## src/rtl/roic_word_align_if.sv

```systemverilog
// Purpose : word stream from the lane deserializer into the aligner, and the
//           aligned word stream plus lock status out to the readout assembler.
// Latency : n/a (wiring only). Backpressure: none; din_valid is a strobe, no ready.
// Ports   : din/din_valid/train_en flow master->slave; dout/dout_valid/locked/
//           bit_offset/align_err flow slave->master.
interface roic_word_align_if #(
  parameter int WORD_SIZE = 24,
  parameter int OFF_W     = 5
);
  logic [WORD_SIZE-1:0] din;
  logic                 din_valid;
  logic                 train_en;
  logic [WORD_SIZE-1:0] dout;
  logic                 dout_valid;
  logic                 locked;
  logic [OFF_W-1:0]     bit_offset;
  logic                 align_err;

  // Upstream side: the deserializer / test driver.
  modport master (
    output din, din_valid, train_en,
    input  dout, dout_valid, locked, bit_offset, align_err
  );

  // Aligner side.
  modport slave (
    input  din, din_valid, train_en,
    output dout, dout_valid, locked, bit_offset, align_err
  );
endinterface

```

## src/rtl/roic_word_align.sv

```systemverilog
// Purpose : finds the ROIC training word at any bit offset across two frame words,
//           locks to it and emits bit-aligned words plus lock status.
// Latency : 1 fclk from a din_valid word to dout/dout_valid while locked.
// Backpressure: none; every din_valid word is consumed, idle cycles hold all state.
// Ports   : fclk (only clock), rst (sync, active-high), bus (slave modport:
//           din/din_valid/train_en in; dout/dout_valid/locked/bit_offset/align_err out).
module roic_word_align #(
  parameter int                   WORD_SIZE    = 24,
  parameter logic [WORD_SIZE-1:0] SYNC_PATTERN = 24'hFFF000,
  parameter int                   LOCK_COUNT   = 4,
  parameter int                   LOSS_COUNT   = 4,
  parameter int                   OFF_W        = 5
) (
  input  logic               fclk,
  input  logic               rst,
  roic_word_align_if.slave   bus
);

  localparam int CNT_MAX = (LOCK_COUNT > LOSS_COUNT) ? LOCK_COUNT : LOSS_COUNT;
  localparam int CNT_W   = $clog2(CNT_MAX + 1);
  localparam logic [CNT_W-1:0] LOCK_C = CNT_W'(LOCK_COUNT);
  localparam logic [CNT_W-1:0] LOSS_C = CNT_W'(LOSS_COUNT);
  localparam logic [CNT_W-1:0] SAT_C  = CNT_W'(CNT_MAX);

  typedef enum logic [1:0] {
    ST_SEARCH  = 2'd0,
    ST_CONFIRM = 2'd1,
    ST_LOCKED  = 2'd2
  } state_t;

  state_t               state;
  logic [WORD_SIZE-1:0] prev_word;
  logic [CNT_W-1:0]     match_cnt;
  logic [CNT_W-1:0]     miss_cnt;

  logic [WORD_SIZE-1:0] dout_q;
  logic                 dout_valid_q;
  logic                 locked_q;
  logic [OFF_W-1:0]     bit_offset_q;
  logic                 align_err_q;

  // Two-word window; MSB is the oldest bit received.
  logic [2*WORD_SIZE-1:0] win;
  logic [2*WORD_SIZE-1:0] win_sh;
  logic [WORD_SIZE-1:0]   cand;
  logic                   cand_ok;
  logic                   hit;
  logic [OFF_W-1:0]       hit_off;
  logic [CNT_W-1:0]       match_inc;
  logic [CNT_W-1:0]       miss_inc;

  assign win     = {prev_word, bus.din};
  // Shifting left by the offset brings candidate k into the top word.
  assign win_sh  = win << bit_offset_q;
  assign cand    = win_sh[2*WORD_SIZE-1 -: WORD_SIZE];
  assign cand_ok = (cand == SYNC_PATTERN);

  // Scan downwards so the last assignment, i.e. the lowest matching offset, wins.
  always_comb begin
    hit     = 1'b0;
    hit_off = '0;
    for (int k = WORD_SIZE - 1; k >= 0; k--) begin
      if (win[2*WORD_SIZE-1-k -: WORD_SIZE] == SYNC_PATTERN) begin
        hit     = 1'b1;
        hit_off = OFF_W'(k);
      end
    end
  end

  // Saturating increments: counters stick at their ceiling instead of wrapping.
  assign match_inc = (match_cnt == SAT_C) ? match_cnt : match_cnt + 1'b1;
  assign miss_inc  = (miss_cnt  == SAT_C) ? miss_cnt  : miss_cnt  + 1'b1;

  always_ff @(posedge fclk) begin
    if (rst) begin
      state        <= ST_SEARCH;
      prev_word    <= '0;
      match_cnt    <= '0;
      miss_cnt     <= '0;
      dout_q       <= '0;
      dout_valid_q <= 1'b0;
      locked_q     <= 1'b0;
      bit_offset_q <= '0;
      align_err_q  <= 1'b0;
    end else begin
      dout_valid_q <= 1'b0;
      align_err_q  <= 1'b0;
      if (bus.din_valid) begin
        prev_word <= bus.din;
        case (state)
          ST_SEARCH: begin
            if (bus.train_en && hit) begin
              bit_offset_q <= hit_off;
              match_cnt    <= CNT_W'(1);
              if (LOCK_COUNT == 1) begin
                state    <= ST_LOCKED;
                locked_q <= 1'b1;
                miss_cnt <= '0;
              end else begin
                state <= ST_CONFIRM;
              end
            end
          end

          ST_CONFIRM: begin
            if (bus.train_en) begin
              if (cand_ok) begin
                match_cnt <= match_inc;
                if (match_inc >= LOCK_C) begin
                  state    <= ST_LOCKED;
                  locked_q <= 1'b1;
                  miss_cnt <= '0;
                end
              end else begin
                // Abandon this candidate quietly; it was never announced as locked.
                state     <= ST_SEARCH;
                match_cnt <= '0;
              end
            end
          end

          ST_LOCKED: begin
            // The word that triggers unlock is still delivered downstream.
            dout_q       <= cand;
            dout_valid_q <= 1'b1;
            if (bus.train_en) begin
              if (!cand_ok) begin
                if (miss_inc >= LOSS_C) begin
                  state       <= ST_SEARCH;
                  locked_q    <= 1'b0;
                  align_err_q <= 1'b1;
                  match_cnt   <= '0;
                  miss_cnt    <= '0;
                end else begin
                  miss_cnt <= miss_inc;
                end
              end else begin
                miss_cnt <= '0;
              end
            end
          end

          default: state <= ST_SEARCH;
        endcase
      end
    end
  end

  assign bus.dout       = dout_q;
  assign bus.dout_valid = dout_valid_q;
  assign bus.locked     = locked_q;
  assign bus.bit_offset = bit_offset_q;
  assign bus.align_err  = align_err_q;

endmodule

```

## src/flat_wrapper.sv

```systemverilog
// flat-port wrapper written by rule: the top's interface ports become plain ports
module roic_word_align_flat 
#(
  parameter int                   WORD_SIZE    = 24,
  parameter logic [WORD_SIZE-1:0] SYNC_PATTERN = 24'hFFF000,
  parameter int                   LOCK_COUNT   = 4,
  parameter int                   LOSS_COUNT   = 4,
  parameter int                   OFF_W        = 5
)
  (fclk, rst, bus_din, bus_din_valid, bus_train_en, bus_dout, bus_dout_valid, bus_locked, bus_bit_offset, bus_align_err);
  roic_word_align_if #(.WORD_SIZE(WORD_SIZE), .OFF_W(OFF_W)) bus_i ();
  input  logic fclk;
  input  logic rst;
  input wire logic [$bits(bus_i.din)-1:0] bus_din;
  input wire logic [$bits(bus_i.din_valid)-1:0] bus_din_valid;
  input wire logic [$bits(bus_i.train_en)-1:0] bus_train_en;
  output wire logic [$bits(bus_i.dout)-1:0] bus_dout;
  output wire logic [$bits(bus_i.dout_valid)-1:0] bus_dout_valid;
  output wire logic [$bits(bus_i.locked)-1:0] bus_locked;
  output wire logic [$bits(bus_i.bit_offset)-1:0] bus_bit_offset;
  output wire logic [$bits(bus_i.align_err)-1:0] bus_align_err;
  assign bus_i.din = bus_din;
  assign bus_i.din_valid = bus_din_valid;
  assign bus_i.train_en = bus_train_en;
  assign bus_dout = bus_i.dout;
  assign bus_dout_valid = bus_i.dout_valid;
  assign bus_locked = bus_i.locked;
  assign bus_bit_offset = bus_i.bit_offset;
  assign bus_align_err = bus_i.align_err;
  roic_word_align #(.WORD_SIZE(WORD_SIZE), .SYNC_PATTERN(SYNC_PATTERN), .LOCK_COUNT(LOCK_COUNT), .LOSS_COUNT(LOSS_COUNT), .OFF_W(OFF_W)) u_core (.fclk(fclk), .rst(rst), .bus(bus_i));
endmodule
```

## config.mk

```make
export PLATFORM = sky130hd
export DESIGN_NAME = roic_word_align_flat
export DESIGN_NICKNAME = d
export VERILOG_FILES = /design/src/rtl/roic_word_align_if.sv /design/src/rtl/roic_word_align.sv /design/src/flat_wrapper.sv
export SDC_FILE = /design/constraint.sdc
export NUM_CORES = 1
export LEC_CHECK = 0
export ABC_AREA = 1
export BUFFER_PORTS_ARGS = -buffer_cell sky130_fd_sc_hd__buf_4
export CAP_MARGIN = 20
export CORE_MARGIN = 4
export CORE_UTILIZATION = 51
export CTS_CLUSTER_SIZE = 10
export DETAILED_ROUTE_END_ITERATION = 7
export GPL_TIMING_DRIVEN = 0
export PLACE_DENSITY = 0.7
export SKIP_CTS_REPAIR_TIMING = 1
export SLEW_MARGIN = 0
export SYNTH_ARGS = -nofsm -noshare
export SYNTH_HDL_FRONTEND = slang
export SYNTH_SLANG_ARGS = --single-unit
export TNS_END_PERCENT = 20
```

## constraint.sdc

```tcl
create_clock -name fclk -period 5.2 [get_ports fclk]
set_input_delay 1.04 -clock fclk [delete_from_list [all_inputs] [get_ports fclk]]
set_output_delay 1.04 -clock fclk [all_outputs]
set_load 0.02 [all_outputs]
```

Yosys cells after proc, flatten, opt, wreduce, memory -nomap -nowiden:

Index checks and enable logic that the tools add are counted.

* input bits: 28
* output and inout bits: 32
* register bits: 64

* shift-type cells: 1
* $lt $le $gt $ge: 2
* reductions and logical operators: 12
* $add $sub $neg: 2
* bitwise operators: 3
* equality and inequality tests: 37
* multiplexer cells: 81

Operators by type and width (count)
* 24-bit equality test, second input constant: 25
* 5-bit 2-to-1 mux: 24
* 48-bit by 5-bit << shifter with 48-bit output: 1
* 3-bit 2-to-1 mux: 14
* 1-bit 2-to-1 mux: 32
* 2-bit 2-to-1 mux: 7
* 7-bit AND reduction: 2
* 3-bit one-hot mux with 3 select lines: 1
* 2-bit by 1-bit != test with 1-bit output, second input constant: 4
* 8-bit AND reduction: 1
* 3-bit by 1-bit adder with 3-bit output, second input constant: 2
* 3-bit equality test, second input constant: 2
* 3-bit >= comparator, second input constant: 2
* 2-bit != test, second input constant: 3
* 2-bit one-hot mux with 3 select lines: 1
* 3-bit one-hot mux with 2 select lines: 1
* 6-bit AND reduction: 1
* 5-bit OR reduction: 1
* 3-bit != test, second input constant: 1
* 1-bit inverter: 3
* 3-bit AND reduction: 1
* 3-bit nonzero test: 1
* 2-bit by 1-bit equality test with 1-bit output, second input constant: 1
* 2-bit equality test, second input constant: 1
* 6 further kinds: 6

Longest topological paths before layout:

Gate-level depths: netlist (run 1).

* depth after elaboration: 28
* mapped depth: 20

Worst setup path after synthesis (run 1):

Ideal clock, no wire load.

* kind: input to register
* start point: input bus_din[23]
* end point: register u_core.match_cnt[1]
* setup time: 114 ps
* setup slack: 2560 ps
* arrival time: 2526 ps
* data required time: 5086 ps
* stages: 15
* buffers on the path: 1
* cells stage by stage: buf_2 -> nor2_1 -> nand2_1 -> nor2_1 -> nand3_1 -> nand2_1 -> inv_1 -> nand2_1 -> nor2_1 -> nand3_1 -> nand2_1 -> a21oi_1 -> nand4_1 -> o21ai_1 -> nor2_1

* longest elaborated chain between the ends: 28
* elaborated cells between the ends (all ways): 56
* classes of those cells: 26 x eq/ne; 1 x shift; 27 x mux; 2 x reduce/logical

Ends and longest elaborated chain
* start: declaration: line flat_wrapper.sv:14 `input wire logic [$bits(bus_i.din)-1:0] bus_din;`
* 24-bit equality test: line roic_word_align.sv:63 `if (win[2*WORD_SIZE-1-k -: WORD_SIZE] == SYNC_PATTERN) begin`
* 1-bit 2-to-1 mux (24 in series): line roic_word_align.sv:63
* 1-bit logical AND: line roic_word_align.sv:92 `if (bus.train_en && hit) begin`
* 2-bit by 1-bit != test with 1-bit output (no line)
* 7-bit AND reduction (no line)
* end signal: assignment: line roic_word_align.sv:108 `match_cnt <= match_inc;`
* end: declaration: line roic_word_align.sv:33 `logic [CNT_W-1:0] match_cnt;`

Several ways; a longest one is shown, not always the timed one. The select of a mux whose other input is x is not followed.
A chain may end at the register's enable or synchronous reset.

Final worst setup path (run 1):

* start point: register u_core.bit_offset_q[2], in the netlist u_core.bus.bit_offset[2]
* end point: register u_core.locked_q, in the netlist u_core.bus.locked

* longest elaborated chain between the ends: 4
* elaborated cells between the ends (all ways): 5
* classes of those cells: 3 x eq/ne; 1 x shift; 1 x reduce/logical

Ends and longest elaborated chain
* start: declaration: line roic_word_align.sv:39 `logic [OFF_W-1:0] bit_offset_q;`
* start signal: assignment: line roic_word_align.sv:93 `bit_offset_q <= hit_off;`
* 48-bit by 5-bit << shifter with 48-bit output *: line roic_word_align.sv:54 `assign win_sh = win << bit_offset_q;`
* 24-bit equality test *: line roic_word_align.sv:56 `assign cand_ok = (cand == SYNC_PATTERN);`
* 2-bit != test (no line) / 2-bit by 1-bit != test with 1-bit output (equally long branches)
* 8-bit AND reduction (no line) *
* end signal: assignment: line roic_word_align.sv:82 `locked_q <= 1'b0;`
* end signal: assignment: line roic_word_align.sv:97 `locked_q <= 1'b1;`
* end signal: assignment: line roic_word_align.sv:111 `locked_q <= 1'b1;`
* end: declaration: line roic_word_align.sv:38 `logic locked_q;`

Every way passes the cells marked *; elsewhere a longest branch is shown, timed or not.

==> results of run 1 <==
[sequential cells by signal, summed over array words and instances, names as in the netlist]
signal                 flops
u_core.bus.align_err       1
u_core.bus.bit_offset      5
u_core.bus.dout           24
u_core.bus.dout_valid      1
u_core.bus.locked          1
u_core.match_cnt           3
u_core.miss_cnt            3
u_core.prev_word          24
u_core.state               2
[power groups by stage]
stage	registers, mW	logic (mW)	clock network, mW
5_1_grt	0.542	0.377	0.646
2_1_floorplan	0.550	0.205	0
6_report	0.540	0.343	0.617
4_1_cts	0.538	0.330	0.620
3_3_place_gp	0.548	0.325	0
3_5_place_dp	0.549	0.328	0
[cell usage in the layout, fill, tap and decap left out, types with 3 or more instances in the layout]
| master | count |
|---|---|
| buf_2 | 26 |
| buf_6 | 5 |
| a21oi_1 | 21 |
| nand3_2 | 5 |
| buf_1 | 18 |
| o211ai_1 | 25 |
| o21ai_1 | 6 |
| dfxtp_1 | 64 |
| nand4_1 | 30 |
| nor3_1 | 21 |
| nor2_1 | 168 |
| nand3b_1 | 6 |
| nand3_1 | 314 |
| clkbuf_2 | 4 |
| ha_1 | 8 |
| buf_4 | 57 |
| clkbuf_16 | 9 |
| nand2_2 | 5 |
| and3_1 | 3 |
| nand2_1 | 461 |
| inv_2 | 3 |
| nor4_1 | 5 |
| o21ai_0 | 29 |
| clkbuf_1 | 18 |
| inv_1 | 106 |
| nor3b_1 | 3 |
[worst max-delay path: stages (launching register included)]
cell	delay (ns)
dfxtp_1	0.37
buf_2	0.25
buf_1	0.47
nand3_1	0.29
nand3_1	0.20
nand3_1	0.19
nand2_1	0.20
inv_1	0.08
nor2_1	0.09
nand2_1	0.07
nor2_1	0.17
nand3_1	0.23
nand2_1	0.15
nand2_1	0.06
nand3_1	0.07
nand2_1	0.05
a21oi_1	0.13
[cells by family after synthesis]
group | after synthesis | synth area share (%)
AND/OR/NAND/NOR | 1029 | 62.8
buffers and inverters | 184 | 10.8
AO/OA/AOI/OAI | 86 | 7.06
flip-flops | 64 | 17.9
adder cells (fa/ha/maj) | 8 | 1.40
[worst max-delay path by stage]
stage | endpoint | cells after the start
floorplan | u_core.match_cnt[1] | 15
global placement | u_core.match_cnt[1] | 15
detailed placement | u_core.match_cnt[2] | 15
CTS | u_core.match_cnt[1] | 15
global route | u_core.match_cnt[1] | 14
finish | u_core.bus.locked | 16
[cell type report]
class	instances	share of cell area, %
diodes	1	0.0310
plain buffers	73	4.41
clock buffers	10	2.96
clock inverters	6	0.836
inverters	111	5.16
multi-input cells	1123	62.9
flip-flops and latches	64	15.9
well taps	176	2.72
repair buffers	55	5.11
[routing by layer]
metal  share of wire, %  GRT usage (%)
met5                  0              0
met4                6.8           21.0
met2                 41           56.0
met3                 13           10.3
met1                 39           48.8
[per-stage QoR]
step,utilization [%],cell area (sq um),cells
final,60.1,8080,1619
after global routing,60.1,8080,1618
after floorplan,-,7140,1371
after global placement,57.8,7770,1602
after CTS,60.1,8080,1618
after detailed placement,57.8,7770,1602
==> impl_metrics.yaml, run 1 <==
run_status:
  status: "complete, no violations"
drt:
  vias_per_cell: 6.14
  wl_um: 30800
  ant_nets: 0
  drt_iter0_drc: 1411
  dr.pass1.iters: 7
  routedWlPerCell_um: 19.0
  drcViolationCount: 0
  vias: 9943
pwr:
  seqPwrFrac_pct: 36.0
  pwr-share-clk_pct: 41.1
  p_int_mw: 1.00
  finalPower_mw: 1.50
  sw_frac_of_total_pct: 33.0
  power_switching_mw: 0.496
  comb_power_share_pct: 22.9
  p_per_area_nw_per_um2: 186
  ir_drop_uv: 184
  leakagePower_nw: 4.00
final_layout:
  register_area_sq_um: 1280
  syn2layout_area_growth_pct: 13.2
  fin_nets: 1473
  layout-drive-gt1-share_pct: 8.74
  fillers: 1516
  multi_input_area_sq_um: 5080
critical_path:
  cp_max_fo: 10
  path_class: "register to register"
  end_kind: "register"
  r2r_cells: 16
  r2r_setup_slack_ns: 2.06
  crit_path_start: "u_core.bus.bit_offset[2]"
  r2r_start: "u_core.bus.bit_offset[2]"
  critPathLaunchType: "register"
  cp_data_required_time_ns: 5.46
  r2r-end: "u_core.bus.locked"
  arrival_ns: 3.41
die:
  die_w_um: 126
  die_h_um: 126
  start_util_pct: 53.1
  coreArea_sq_um: 13500
  row_count: 42
  die_area_sq_um: 16000
  num_io_pins: 60
clock_tree:
  cts_buffer_depth: 2
  cts_tree: "built"
  worstSkewPairLatency_ns: 0.34
  numClockSinks: 64
  cts_root_buf: "clkbuf_16"
  clk_pin_slew_worst_paths_ns: 0.06
  cts-htree-levels: 3
  cts_buffers: 9
synthesis:
  ys.flop_type: "dfxtp_1"
  syn_inst: 1371
  synth-seq-cells: 64
  synthArstFlopShare_pct: 0
  synth_commonest_cells: "461 x nand2_1, 314 x nand3_1, 168 x nor2_1"
  syn_area_sq_um: 7140
  synth_seq_area_share_pct: 17.9
  synth.distinct_cells: 35
  netlist.area_leader.share_pct: 24.2
  synth_edf_count: 0
  syn_avg_cell_area_sq_um: 5.21
  yosysWarnings: 0
  synth_area_leaders: "nand2_1 24%, nand3_1 22%, dfxtp_1 18%, nor2_1 8.8%, inv_1 5.6%"
  syn_nets: 1407
  synth.most_common_cell: "nand2_1"
  synth_area_leader_cell: "nand2_1"
global_route:
  grt_pass1_wl_um: 47700
  grt_max_degree: 13
  grt_pass1_vias: 9066
  grt-ovfl-total: 0
  antenna_found_initial: 0
  track_usage_pct: 37.5
timing:
  fin_crit_sh_pct: 60.5
  maxSlewViolCount: 0
  period_needed_ns: 3.14
  whs_ns: 0.460
  fmax_mhz: 318
  worst_pin_slew_ns: 0.771
  slew_headroom_pct: 48.4
  hold_viol_final: 0
  worst_slack_ns: 2.06
  skew_ns: 0.00606
  final-setup-viol-count: 0
  rsz0062_at_grt: "false"
  finalSetupTns_ns: 0
worst_hold_path:
  holdPathEnd: "u_core.miss_cnt[2]"
  min_from: "u_core.miss_cnt[2]"
  hold_depth: 2
  hp-class: "register to register"
place:
  pre_cts_ws_ns: 1.86
  place.gp.congestion: 1.10
  io_buffers: 55
  dp_hpwl_um: 24200
flow_run:
  drv_cap: 0
Note: power is estimated with default switching activity, not from simulation.
==> run 2: changes to the inputs <==
--- a/config.mk
+++ b/config.mk
@@ -5,7 +5,7 @@
 export SDC_FILE = /design/constraint.sdc
 export NUM_CORES = 1
 export LEC_CHECK = 0
-export ABC_AREA = 1
+export ABC_AREA = 0
 export BUFFER_PORTS_ARGS = -buffer_cell sky130_fd_sc_hd__buf_4
 export CAP_MARGIN = 20
 export CORE_MARGIN = 4
==> constraint.sdc (replaced) <==
create_clock -name fclk -period 2.9 [get_ports fclk]
set_input_delay 0.58 -clock fclk [delete_from_list [all_inputs] [get_ports fclk]]
set_output_delay 0.58 -clock fclk [all_outputs]
set_load 0.02 [all_outputs]
==> run 2 against run 1 <==
  * The flow now finishes with violations (setup timing)
  * Cell area increased by 4.0%
  * Cell count shrank 37%
  * Clock power up 100%
  * Combinational power is 43% higher
  * Sequential power grew 76%
  * First-iteration DRC count down 18%
  * Routed wire length is 5.5% lower
  * Flip-flop and latch count unchanged
  * Die area down 7.3%
  * Register-to-register slack lost 2.6 ns
  * Highest routed layer unchanged
==> impl_metrics.yaml, run 2 <==
run_status:
  status: "finished with violations"
  violations: "setup timing"
clock_tree:
  worstSkewPairLatency_ns: 0.34
  numClockSinks: 64
  cts_buffer_depth: 2
  cts_root_buf: "clkbuf_16"
  cts_buffers: 9
  cts_tree: "built"
  clk_pin_slew_worst_paths_ns: 0.06
  cts-htree-levels: 3
timing:
  period_needed_ns: 3.43
  worst_pin_slew_ns: 0.808
  skew_ns: 0.00741
  fin_crit_sh_pct: 118
  maxSlewViolCount: 0
  slew_headroom_pct: 46.1
  worst_slack_ns: -0.535
  hold_viol_final: 0
  whs_ns: 0.473
  fmax_mhz: 291
  rsz0062_at_grt: "true"
  final-setup-viol-count: 15
  finalSetupTns_ns: -5.08
drt:
  drt_iter0_drc: 1159
  ant_nets: 0
  wl_um: 29100
  routedWlPerCell_um: 28.5
  vias_per_cell: 7.34
  dr.pass1.iters: 5
  drcViolationCount: 0
  vias: 7486
final_layout:
  syn2layout_area_growth_pct: 27.7
  antenna_cells: 0
  layout_common_cells: "82 x nor2_1, 81 x buf_4, 60 x mux2i_1"
  final_common_cell: "nor2_1"
  layout-drive-gt1-share_pct: 35.0
  fillers: 1031
  fin_nets: 879
die:
  die_h_um: 122
  die_w_um: 122
  coreArea_sq_um: 12600
  start_util_pct: 52.2
  row_count: 41
  die_area_sq_um: 14800
  num_io_pins: 60
synthesis:
  syn_avg_cell_area_sq_um: 8.71
  yosysWarnings: 0
  syn_inst: 756
  netlist.area_leader.share_pct: 19.5
  synth_area_leader_cell: "dfxtp_1"
  synth-seq-cells: 64
  synth.distinct_cells: 75
  synth.most_common_cell: "nor2_1"
  synth_commonest_cells: "84 x nor2_1, 70 x mux2i_1, 64 x dfxtp_1"
  synth_seq_area_share_pct: 19.5
  syn_area_sq_um: 6580
  synth_edf_count: 0
  synth_area_leaders: "dfxtp_1 19%, mux4_2 15%, mux2i_1 11%, mux2_2 6.8%, nor2_1 4.8%"
  syn_nets: 792
  ys.flop_type: "dfxtp_1"
  synthArstFlopShare_pct: 0
critical_path:
  r2r_setup_slack_ns: -0.53
  critPathLaunchType: "register"
  arrival_ns: 3.66
  cp_max_fo: 6
  crit_path_start: "u_core.bus.bit_offset[2]"
  r2r_start: "u_core.bus.bit_offset[2]"
  r2r_cells: 10
  cp_data_required_time_ns: 3.13
  crit_end: "u_core.match_cnt[1]"
  path_class: "register to register"
  end_kind: "register"
  r2r-end: "u_core.match_cnt[1]"
global_route:
  antenna_found_initial: 0
  grt_max_degree: 14
  track_usage_pct: 37.8
  grt_pass1_vias: 6982
  grt_pass1_wl_um: 41800
  grt-ovfl-total: 0
pwr:
  ir_drop_uv: 477
  leakagePower_nw: 3.08
  p_per_area_nw_per_um2: 321
flow_run:
  drv_cap: 0
place:
  pre_cts_ws_ns: -1.24
  dp_hpwl_um: 21000
  io_buffers: 54
  place.gp.congestion: 1.11
worst_hold_path:
  hp-class: "register to register"
[run 2: cell type report]
type	instances	area, sq um	area share [%]
Clock buffer	10	250	2.98
Clock inverter	6	95.1	1.13
Timing Repair Buffer	79	606	7.20
Multi-Input combinational cell	605	5350	63.6
Buffer	65	514	6.12
Inverter	19	86.3	1.03
Tap cell	172	215	2.56
Sequential cell	64	1290	15.4
[run 2: worst min-delay path by stage]
stage                                  start                  to  slack (ns)  cells after the start
after floorplan           u_core.miss_cnt[1]  u_core.miss_cnt[1]        0.47                      2
after global placement    u_core.bus.dout[1]  u_core.bus.dout[1]        0.44                      2
after detailed placement  u_core.bus.dout[1]  u_core.bus.dout[1]        0.47                      2
after CTS                 u_core.bus.dout[1]  u_core.bus.dout[1]        0.47                      2
after global routing      u_core.bus.dout[1]  u_core.bus.dout[1]        0.49                      2
final                     u_core.bus.dout[1]  u_core.bus.dout[1]        0.47                      2
[run 2: cell families (layout without fill, tap and decap cells)]
logic type / Yosys count / count (layout) / synth area share (%)
compound gates: 164 / 164 / 18.3
fa+ha+maj: 8 / 8 / 1.52
buf+inv: 87 / 179 / 5.91
flops: 64 / 64 / 19.5
mux: 155 / 155 / 32.5
simple gates: 278 / 278 / 22.2
[run 2: metrics by stage]
| stage | instances | area, sq um | power [mW] | util [%] |
|---|---|---|---|---|
| after global placement | 982 | 7280 | 1.37 | 57.7 |
| after CTS | 998 | 7630 | 2.62 | 60.4 |
| after global routing | 1020 | 8410 | 2.76 | 66.6 |
| after detailed placement | 982 | 7280 | 1.37 | 57.7 |
| after floorplan | 756 | 6660 | 1.20 | - |
| final | 1020 | 8410 | 2.70 | 66.6 |
[run 2: metal layers]
| metal | global-route usage (%) | wire length [um] | vias up |
|---|---|---|---|
| li1 | - | - | 3113 |
| met1 | 46.9 | 10400 | 3493 |
| met2 | 56.6 | 12700 | 726 |
| met3 | 14.7 | 4270 | 154 |
| met4 | 20.5 | 1810 | 0 |
| met5 | 0 | 0 | - |
[run 2: report_power, final]
part | switching (mW) | total (mW) | internal [mW]
clock network | 0.441 | 1.26 | 0.815
registers | 0.0511 | 0.949 | 0.898
logic | 0.284 | 0.490 | 0.206
total | 0.776 | 2.70 | 1.92
[run 2: worst max-delay path, stage by stage, from the launching register on]
cell,delay [ns]
dfxtp_4,0.39
buf_8,0.13
mux2_4,0.31
mux4_2,0.53
o2bb2ai_4,0.15
a211oi_4,0.40
nand2_1,0.11
or4_4,0.60
nor2_4,0.17
a211o_1,0.22
mux2_4,0.31
